File: src/rtl/tick_stopwatch_if.sv
// Stopwatch control/status bundle.
// LAP_CAPTURE_EN adds the lap request and lap register output.
interface tick_stopwatch_if;
  logic        TICK_CLK;
  logic        START;
  logic        STOP;
  logic        CLEAR;
  logic [15:0] BCD;
  logic        RUNNING;
  logic        TICK;
  logic        WRAP;
`ifdef LAP_CAPTURE_EN
  logic        LAP;
  logic [15:0] LAP_BCD;

  modport master (
    output TICK_CLK, START, STOP, CLEAR, LAP,
    input  BCD, RUNNING, TICK, WRAP, LAP_BCD
  );
  modport slave (
    input  TICK_CLK, START, STOP, CLEAR, LAP,
    output BCD, RUNNING, TICK, WRAP, LAP_BCD
  );
`else
  modport master (
    output TICK_CLK, START, STOP, CLEAR,
    input  BCD, RUNNING, TICK, WRAP
  );
  modport slave (
    input  TICK_CLK, START, STOP, CLEAR,
    output BCD, RUNNING, TICK, WRAP
  );
`endif
endinterface

File: src/rtl/tick_stopwatch.sv
// BCD stopwatch counting rising edges of a sampled slow clock.
// Optional lap register enabled by defining LAP_CAPTURE_EN.
module tick_stopwatch #(
  parameter int SYNC_STAGES = 2,
  parameter int WRAP_VALUE  = 9999
) (
  input logic             CLK_in,
  input logic             RST,
  tick_stopwatch_if.slave bus
);

  typedef enum logic [1:0] {
    IDLE,
    RUN,
    PAUSE
  } state_t;

  function automatic logic [15:0] to_bcd(input int v);
    to_bcd = {4'(v / 1000 % 10), 4'(v / 100 % 10),
              4'(v / 10 % 10), 4'(v % 10)};
  endfunction

  localparam logic [15:0] WRAP_BCD = to_bcd(WRAP_VALUE);

  state_t                 state;
  state_t                 nxt;
  logic [SYNC_STAGES-1:0] sync;
  logic [SYNC_STAGES:0]   fill;
  logic                   prev;
  logic                   rise;
  logic                   inc;
  logic                   at_wrap;
  logic                   carry;
  logic [3:0]             dig;
  logic [15:0]            bcd_inc;
  logic [15:0]            bcd_next;
  logic [15:0]            bcd_q;
  logic                   running_q;
  logic                   tick_q;
  logic                   wrap_q;

  // fill marks when prev holds a real post-reset sample, so a level
  // already high at reset release never looks like a rising edge
  always_ff @(posedge CLK_in or posedge RST) begin
    if (RST) begin
      sync <= '0;
      prev <= 1'b0;
      fill <= '0;
    end else begin
      sync <= {sync[SYNC_STAGES-2:0], bus.TICK_CLK};
      prev <= sync[SYNC_STAGES-1];
      fill <= {fill[SYNC_STAGES-1:0], 1'b1};
    end
  end

  assign rise = sync[SYNC_STAGES-1] & ~prev & fill[SYNC_STAGES];

  always_ff @(posedge CLK_in or posedge RST) begin
    if (RST) state <= IDLE;
    else     state <= nxt;
  end

  always_comb begin
    nxt = state;
    if (bus.CLEAR) begin
      nxt = IDLE;
    end else if (bus.STOP) begin
      if (state == RUN) nxt = PAUSE;
    end else if (bus.START) begin
      nxt = RUN;
    end
  end

  assign inc     = (state == RUN) & rise & ~bus.CLEAR;
  assign at_wrap = (bcd_q == WRAP_BCD);

  always_comb begin
    bcd_inc = bcd_q;
    carry   = 1'b1;
    dig     = '0;
    for (int i = 0; i < 4; i++) begin
      dig = bcd_q[4*i +: 4];
      if (carry) begin
        if (dig == 4'd9) begin
          bcd_inc[4*i +: 4] = 4'd0;
        end else begin
          bcd_inc[4*i +: 4] = dig + 4'd1;
          carry             = 1'b0;
        end
      end
    end
  end

  always_comb begin
    bcd_next = bcd_q;
    if (bus.CLEAR)    bcd_next = '0;
    else if (inc)     bcd_next = at_wrap ? '0 : bcd_inc;
  end

  always_ff @(posedge CLK_in or posedge RST) begin
    if (RST) begin
      bcd_q     <= '0;
      running_q <= 1'b0;
      tick_q    <= 1'b0;
      wrap_q    <= 1'b0;
    end else begin
      bcd_q     <= bcd_next;
      running_q <= (nxt == RUN);
      tick_q    <= rise;
      wrap_q    <= inc & at_wrap;
    end
  end

  assign bus.BCD     = bcd_q;
  assign bus.RUNNING = running_q;
  assign bus.TICK    = tick_q;
  assign bus.WRAP    = wrap_q;

`ifdef LAP_CAPTURE_EN
  logic [15:0] lap_q;

  always_ff @(posedge CLK_in or posedge RST) begin
    if (RST)                             lap_q <= '0;
    else if (bus.CLEAR)                  lap_q <= '0;
    else if (bus.LAP && state == RUN)    lap_q <= bcd_next;
  end

  assign bus.LAP_BCD = lap_q;
`endif

endmodule

File: src/flat_wrapper.sv
// flat-port wrapper written by rule: the top's interface ports become plain ports
module tick_stopwatch_flat 
#(
  parameter int SYNC_STAGES = 2,
  parameter int WRAP_VALUE  = 9999
)
  (CLK_in, RST, bus_TICK_CLK, bus_START, bus_STOP, bus_CLEAR, bus_BCD, bus_RUNNING, bus_TICK, bus_WRAP);
  tick_stopwatch_if bus_i ();
  input logic CLK_in;
  input logic RST;
  input wire logic [$bits(bus_i.TICK_CLK)-1:0] bus_TICK_CLK;
  input wire logic [$bits(bus_i.START)-1:0] bus_START;
  input wire logic [$bits(bus_i.STOP)-1:0] bus_STOP;
  input wire logic [$bits(bus_i.CLEAR)-1:0] bus_CLEAR;
  output wire logic [$bits(bus_i.BCD)-1:0] bus_BCD;
  output wire logic [$bits(bus_i.RUNNING)-1:0] bus_RUNNING;
  output wire logic [$bits(bus_i.TICK)-1:0] bus_TICK;
  output wire logic [$bits(bus_i.WRAP)-1:0] bus_WRAP;
  assign bus_i.TICK_CLK = bus_TICK_CLK;
  assign bus_i.START = bus_START;
  assign bus_i.STOP = bus_STOP;
  assign bus_i.CLEAR = bus_CLEAR;
  assign bus_BCD = bus_i.BCD;
  assign bus_RUNNING = bus_i.RUNNING;
  assign bus_TICK = bus_i.TICK;
  assign bus_WRAP = bus_i.WRAP;
  tick_stopwatch #(.SYNC_STAGES(SYNC_STAGES), .WRAP_VALUE(WRAP_VALUE)) u_core (.CLK_in(CLK_in), .RST(RST), .bus(bus_i));
endmodule
File: config.mk
export PLATFORM = sky130hd
export DESIGN_NAME = tick_stopwatch_flat
export DESIGN_NICKNAME = d
export VERILOG_FILES = /design/src/rtl/tick_stopwatch_if.sv /design/src/rtl/tick_stopwatch.sv /design/src/flat_wrapper.sv
export SDC_FILE = /design/constraint.sdc
export NUM_CORES = 1
export LEC_CHECK = 0
export CORE_AREA = 2 2 55 57
export CTS_BUF_LIST = sky130_fd_sc_hd__clkbuf_4 sky130_fd_sc_hd__clkbuf_8 sky130_fd_sc_hd__clkbuf_16
export CTS_CLUSTER_DIAMETER = 30
export DETAILED_ROUTE_END_ITERATION = 10
export DIE_AREA = 0 0 57 59
export MAX_ROUTING_LAYER = met4
export PLACE_DENSITY = 0.79
export SLEW_MARGIN = 30
export SYNTH_ARGS = -nofsm -noshare
export SYNTH_HDL_FRONTEND = slang
export SYNTH_SLANG_ARGS = --single-unit
File: constraint.sdc
create_clock -name CLK_in -period 1.9 [get_ports CLK_in]
set_input_delay 0.38 -clock CLK_in [delete_from_list [all_inputs] [get_ports CLK_in]]
set_output_delay 0.38 -clock CLK_in [all_outputs]
set_load 0.005 [all_outputs]
==> impl_metrics.csv, run 1 <==
group,metric,value,unit
outcome,outcome,"finished clean",
placed_design,globalplace.congestion,0.776,
worst_setup_path,rr_endpoint,"u_core.bus.BCD[8]",
die,number_of_i_o_pins,25,
die,floorplan.initialDensity,49.5,%
logic_synthesis,synth_flop_cell,"sky130_fd_sc_hd__dfrtp_1",
layout,fill_cells,224,
cts,cts.root.buffer_cell,"sky130_fd_sc_hd__clkbuf_4",
cts,clock_sink_count,27,
die,dieHeight,59,µm
worst_setup_path,required,2160,ps
worst_setup_path,worst-setup-path-type,"register to register",
cts,cts_tree,"yes",
worst_setup_path,rr_startpoint,"u_core.bus.BCD[1]",
cts,clock_tree.htree_level_count,1,
layout,finalNetCount,182,
drt,detail_route.iter0.violations,41,
logic_synthesis,netlist_instances,129,
worst_setup_path,cp-end-kind,"register",
placed_design,placement.setup.worst_slack,104,ps
layout,antennaDiodeCount,0,
logic_synthesis,ys_types,33,
layout,proportion_of_layout_cells_with_a_drive_suffix_above_1,19.2,%
hold_path,worst_case_hold_path_end_point,"u_core.fill[1]",
power,leakage,0.000746,µW
worst_setup_path,reg2reg_depth,7,
layout,layout.cells.most_common_list,"sky130_fd_sc_hd__dfrtp_1 (27), sky130_fd_sc_hd__clkdlybuf4s50_1 (24), sky130_fd_sc_hd__a21oi_1 (14), sky130_fd_sc_hd__buf_4 (13), sky130_fd_sc_hd__nand2_1 (10)",
die,core_region_area,0.00271,mm²
worst_setup_path,cp.arrival,2070,ps
die,fp.dieArea,0.00336,mm²
cts,post_cts_hold_buffer_count,0,
power,vdd_ir_drop_max,453,µV
grt,antenna_found_initial,0,
placed_design,dpl.hpwl,2050,µm
logic_synthesis,ys_async_sr_fraction,100,%
layout,mostFrequentLayoutCell,"sky130_fd_sc_hd__dfrtp_1",
grt,grt_max_degree,28,
hold_path,min_delay_path_depth,0,
die,die_x,57,µm
sta,timing.final.ws_setup,96.9,ps
drt,routed_wl,2820,µm
logic_synthesis,avgSynthCellArea,10.4,µm²
logic_synthesis,synth.yosys.seq_area_share,50.3,%
grt,grt_pass1_vias,1084,
grt,grt_pass1_wl,4690,µm
cts,worstSkewPairLatency,320,ps
sta,max_freq,555,MHz
sta,final_max_slew_viol_count,0,
logic_synthesis,synth.cell_area,0.00134,mm²
grt,grt.overflow.total,0,
logic_synthesis,synth_enable_flop_cells,0,
drt,detail_route.wl_per_cell,14.2,µm
die,placementRows,19,
sta,timing_hold_violations_final,0,
placed_design,port-buffer-count,24,
worst_setup_path,critical_path_peak_fanout,5,
power,power_density_over_the_cells,512,mW/mm²
cts,cts_max_path_buffers,2,
layout,fin_util,64.5,%
worst_setup_path,reg2reg_setup_slack,100,ps
hold_path,hp-class,"register to register",
cts,clkTransAtPathRegs,150,ps
worst_setup_path,launching_element_type_of_the_critical_path,"register",
layout,area_delta_synth_final,30.1,%
flow_run,drv_cap,0,
logic_synthesis,ys.warnings.count,0,
sta,finalSetupViolations,0,
drt,drt_drc_violations_left,0,
logic_synthesis,mappedNetlistNets,143,
drt,drtAntennaViolNets,0,
grt,grt_use_total,18.5,%
logic_synthesis,yosys_register_bits,27,
drt,via_per_inst,5.51,
hold_path,timing.hold.worst.start,"u_core.fill[0]",
sta,finClkSkew,4.89,ps
drt,firstDrtPassIters,4,
cts,cts_buffers,3,
sta,timing.final.crit_share,94.9,%
sta,period_minus_slack,1800,ps
drt,num_vias,1090,
==> sequential cells by signal, indices dropped and copies added (netlist names) <==
name                flops
u_core.bus.BCD         16
u_core.bus.RUNNING      1
u_core.bus.TICK         1
u_core.bus.WRAP         1
u_core.fill             3
u_core.prev             1
u_core.state            2
u_core.sync             2
==> worst max-delay path, stage by stage, from the launching register on <==
cell,delay [ps]
sky130_fd_sc_hd__dfrtp_1,400
sky130_fd_sc_hd__inv_1,60
sky130_fd_sc_hd__ha_2,170
sky130_fd_sc_hd__and4b_2,290
sky130_fd_sc_hd__nand3_1,170
sky130_fd_sc_hd__buf_4,190
sky130_fd_sc_hd__or3_1,320
sky130_fd_sc_hd__a21oi_1,140
==> area by class of cell <==
type | instances | area [µm²] | area share [%]
inverters | 8 | 30.0 | 1.72
flip-flops and latches | 27 | 676 | 38.7
well taps | 31 | 38.8 | 2.22
clock inverters | 1 | 7.51 | 0.430
clock buffers | 3 | 22.5 | 1.29
multi-input cells | 91 | 634 | 36.3
repair buffers | 37 | 338 | 19.3
==> how the worst max path moves through the flow <==
stage	start	slack, ps	to
6_report	u_core.bus.BCD[1]	100	u_core.bus.BCD[8]
3_3_place_gp	u_core.bus.BCD[9]	170	u_core.bus.BCD[15]
3_5_place_dp	u_core.bus.BCD[1]	100	u_core.bus.BCD[15]
4_1_cts	u_core.bus.BCD[1]	80	u_core.bus.BCD[15]
5_1_grt	u_core.bus.BCD[1]	-30	u_core.bus.BCD[9]
2_1_floorplan	u_core.bus.BCD[1]	140	u_core.bus.BCD[15]
==> repair_timing <==
item                                    in CTS  in global routing
buffers inserted                             0                  5
endpoints found under the setup margin       0                  5
gates resized for setup                      0                  3
==> synthesized netlist by cell type (2+ instances only) <==
library cell	number	area share [%]
sky130_fd_sc_hd__inv_1	8	2.2
sky130_fd_sc_hd__nand2_1	10	2.8
sky130_fd_sc_hd__mux2i_1	3	2.2
sky130_fd_sc_hd__o21ai_0	6	2.2
sky130_fd_sc_hd__and3b_2	3	2.2
sky130_fd_sc_hd__or3_1	5	2.3
sky130_fd_sc_hd__nand3_1	6	2.2
sky130_fd_sc_hd__and2_1	3	1.4
sky130_fd_sc_hd__nand3b_1	2	1.1
sky130_fd_sc_hd__or3_2	3	1.7
sky130_fd_sc_hd__a21oi_1	14	5.2
sky130_fd_sc_hd__dfrtp_1	27	50
sky130_fd_sc_hd__ha_1	8	7.5
sky130_fd_sc_hd__clkbuf_1	3	0.84
sky130_fd_sc_hd__or4b_1	2	1.5
sky130_fd_sc_hd__nor2_1	9	2.5
==> layer usage <==
| metal | part of all wire [%] | track usage, % |
|---|---|---|
| met4 | 1.1 | 6.64 |
| met5 | 0 | - |
| met3 | 3.3 | 2.84 |
| met2 | 52 | 32.3 |
| met1 | 43 | 21.7 |
==> logic make-up (layout without fill, tap and decap cells) <==
kind of cell	Yosys count	in the layout	synth area share, %
compound gates	25	25	10.4
fa+ha+maj	8	8	7.46
buf+inv	11	49	3.08
flops	27	27	50.3
mux	3	3	2.24
other cells	1	1	0.279
simple gates	54	54	26.2
==> metrics by stage <==
| stage | instances | power, µW | TNS (ps) | instance area (µm²) | hold slack [ps] |
|---|---|---|---|---|---|
| after floorplan | 129 | 627 | 0 | 1340 | 331 |
| after global placement | 189 | 653 | 0 | 1670 | 332 |
| after detailed placement | 189 | 656 | 0 | 1670 | 336 |
| after CTS | 193 | 906 | 0 | 1700 | 370 |
| after global routing | 198 | 934 | -71.9 | 1750 | 376 |
| final | 198 | 894 | 0 | 1750 | 371 |
==> power breakdown <==
part | switching [µW] | internal (µW)
combinational | 28.9 | 22.8
clock | 170 | 80.3
sequential | 7.24 | 585
Power figures use the tool's default switching activity.
==> inputs of run 2 (changes only) <==
--- a/config.mk
+++ b/config.mk
@@ -5,13 +5,14 @@
 export SDC_FILE = /design/constraint.sdc
 export NUM_CORES = 1
 export LEC_CHECK = 0
-export CORE_AREA = 2 2 55 57
+export CORE_AREA = 2 2 50 63
 export CTS_BUF_LIST = sky130_fd_sc_hd__clkbuf_4 sky130_fd_sc_hd__clkbuf_8 sky130_fd_sc_hd__clkbuf_16
 export CTS_CLUSTER_DIAMETER = 30
 export DETAILED_ROUTE_END_ITERATION = 10
-export DIE_AREA = 0 0 57 59
+export DIE_AREA = 0 0 52 65
 export MAX_ROUTING_LAYER = met4
 export PLACE_DENSITY = 0.79
+export SETUP_SLACK_MARGIN = 0.2
 export SLEW_MARGIN = 30
 export SYNTH_ARGS = -nofsm -noshare
 export SYNTH_HDL_FRONTEND = slang
==> impl_metrics.csv, run 2 (same netlist as run 1, synthesis figures left out) <==
group,metric,value,unit
drt,drtAntennaViolNets,0,
placed_design,port-buffer-count,24,
cts,cts_buffers,3,
power,power_density_over_the_cells,475,mW/mm²
worst_setup_path,cpPeakStageDelay,520,ps
placed_design,place.detailed.instances,193,
layout,finished_layout_cells,211,
sta,finalSetupViolations,0,
layout,mostFrequentLayoutCell,"sky130_fd_sc_hd__dfrtp_1",
power,design_power_total,908,µW
grt,grt.overflow.total,0,
flow_run,drv_cap,0,
cts,cts_max_path_buffers,2,
sta,final_max_slew_viol_count,0,
layout,area_delta_synth_final,42.5,%
die,die_x,52,µm
layout,layout.cells.most_common_list,"sky130_fd_sc_hd__dfrtp_1 (24), sky130_fd_sc_hd__buf_4 (19), sky130_fd_sc_hd__clkdlybuf4s50_1 (16), sky130_fd_sc_hd__nor2_1 (9), sky130_fd_sc_hd__nand2_1 (9)",
sta,finClkSkew,8.87,ps
power,vdd_ir_drop_max,486,µV
worst_setup_path,rr_startpoint,"u_core.bus.BCD[1]",
power,leakage,0.000892,µW
layout,antennaDiodeCount,0,
worst_setup_path,reg2reg_setup_slack,80,ps
die,dieHeight,65,µm
worst_setup_path,cp.arrival,2060,ps
hold_path,hp-class,"register to register",
sta,period_minus_slack,1820,ps
sta,timing_hold_violations_final,0,
worst_setup_path,critical-path-slowest-cell,"sky130_fd_sc_hd__or4b_1",
hold_path,timing.hold.worst.start,"u_core.fill[1]",
placed_design,dpl.hpwl,1970,µm
worst_setup_path,launching_element_type_of_the_critical_path,"register",
sta,max_freq,551,MHz
grt,grt_max_degree,28,
cts,clkTransAtPathRegs,150,ps
sta,timing.final.crit_share,95.6,%
cts,cts_tree,"yes",
layout,finalNetCount,190,
worst_setup_path,critical_path_peak_fanout,7,
placed_design,globalplace.congestion,0.862,
worst_setup_path,critical-path-top-delay-family,"simple AND/OR/NAND/NOR gates",
drt,detail_route.iter0.violations,28,
worst_setup_path,worst-setup-path-type,"register to register",
cts,worstSkewPairLatency,320,ps
worst_setup_path,cp_cell_sequence,"inv_2 > ha_4 > and4b_2 > nand4_4 > or4b_1 > a31oi_1",
drt,firstDrtPassIters,4,
die,floorplan.initialDensity,47.4,%
drt,detail_route.wl_per_cell,14.5,µm
drt,drt_drc_violations_left,0,
drt,routed_wl,3050,µm
grt,grt_use_total,20.3,%
layout,largest_register_ff_count,16,
grt,grt_pass1_wl,5040,µm
grt,antenna_found_initial,0,
worst_setup_path,rr_endpoint,"u_core.bus.BCD[15]",
worst_setup_path,cp.buffers_inverters,1,
worst_setup_path,reg2reg_depth,6,
drt,via_per_inst,5.31,
cts,clock_tree.htree_level_count,1,
die,core_region_area,0.00284,mm²
sta,grt_setup_unrepaired,"true",
sta,fin_tns_setup,0,ps
worst_setup_path,required,2150,ps
cts,cts.root.buffer_cell,"sky130_fd_sc_hd__clkbuf_4",
layout,fin_util,67.5,%
die,fp.dieArea,0.00338,mm²
hold_path,worst_case_hold_path_end_point,"u_core.fill[2]",
worst_setup_path,cp-end-kind,"register",
hold_path,min_delay_path_depth,0,
drt,num_vias,1120,
outcome,outcome,"finished clean",
layout,proportion_of_layout_cells_with_a_drive_suffix_above_1,32.0,%
die,number_of_i_o_pins,25,
die,placementRows,22,
cts,clock_sink_count,27,
grt,grt_pass1_vias,1182,
run 2: cell count changes in the layout (fill, tap and decap cells not counted), sizes merged:
cell	before	now
buf	13	21
dlygate4sd2	0	4
clkdlybuf4s50	24	16
clkinvlp	1	0
dlymetal6s2s	0	4
clkbuf	3	4
run 2: worst max path at each step:
stage                            startpoint                 end  slack (ps)  cells past startpoint
after floorplan           u_core.bus.BCD[1]  u_core.bus.BCD[15]         180                      6
after global placement    u_core.bus.BCD[9]  u_core.bus.BCD[15]         190                      6
after CTS                 u_core.bus.BCD[1]  u_core.bus.BCD[15]         100                      6
final                     u_core.bus.BCD[1]  u_core.bus.BCD[15]          80                      6
after detailed placement  u_core.bus.BCD[5]  u_core.bus.BCD[15]         120                      6
after global routing      u_core.bus.BCD[9]  u_core.bus.BCD[15]          10                      6
run 2: area by class of cell:
type	instances	area [µm²]
inverters	8	30.0
clock buffers	4	30.0
multi-input cells	91	718
repair buffers	45	410
flip-flops and latches	27	679
fillers	220	922
well taps	36	45.0
run 2: per-stage QoR:
| step | setup slack, ps | instance area, µm² | hold slack [ps] |
|---|---|---|---|
| after floorplan | 180 | 1350 | 331 |
| after detailed placement | 121 | 1670 | 335 |
| after global routing | 11.7 | 1910 | 378 |
| final | 84.3 | 1910 | 365 |
| after global placement | 186 | 1670 | 334 |
| after CTS | 98.1 | 1790 | 366 |
run 2: per-layer routing:
layer  part of all wire [%]  track usage, %  vias up  wire, µm
met1                     42            22.3      551      1280
met4                    1.5            8.55        0        47
met3                    2.3            2.53        4        69
li1                       -               -      550         -
met5                      0               -        -         0
met2                     54            35.9       15      1650
run 2: power breakdown:
part           leakage, µW  total, µW  internal (µW)  switching [µW]
combinational     0.000517       54.4           23.5            30.9
clock            0.0000184        262           96.3             166
sequential        0.000356        592            585            6.53
run 2: timing repair:
action | CTS | global route
gates resized for setup | 12 | 21
hold buffers | 0 | 0
setup endpoints to repair | 13 | 19
pin swaps | 2 | 8
buffers inserted | 7 | 7
==> inputs of run 3 (changes only) <==
--- a/config.mk
+++ b/config.mk
@@ -8,6 +8,7 @@
 export CORE_AREA = 2 2 50 63
 export CTS_BUF_LIST = sky130_fd_sc_hd__clkbuf_4 sky130_fd_sc_hd__clkbuf_8 sky130_fd_sc_hd__clkbuf_16
 export CTS_CLUSTER_DIAMETER = 30
+export CTS_CLUSTER_SIZE = 20
 export DETAILED_ROUTE_END_ITERATION = 10
 export DIE_AREA = 0 0 52 65
 export MAX_ROUTING_LAYER = met4
==> results of run 3 <==
Same layout as run 2: the final DEF is identical, and so are final timing and power.
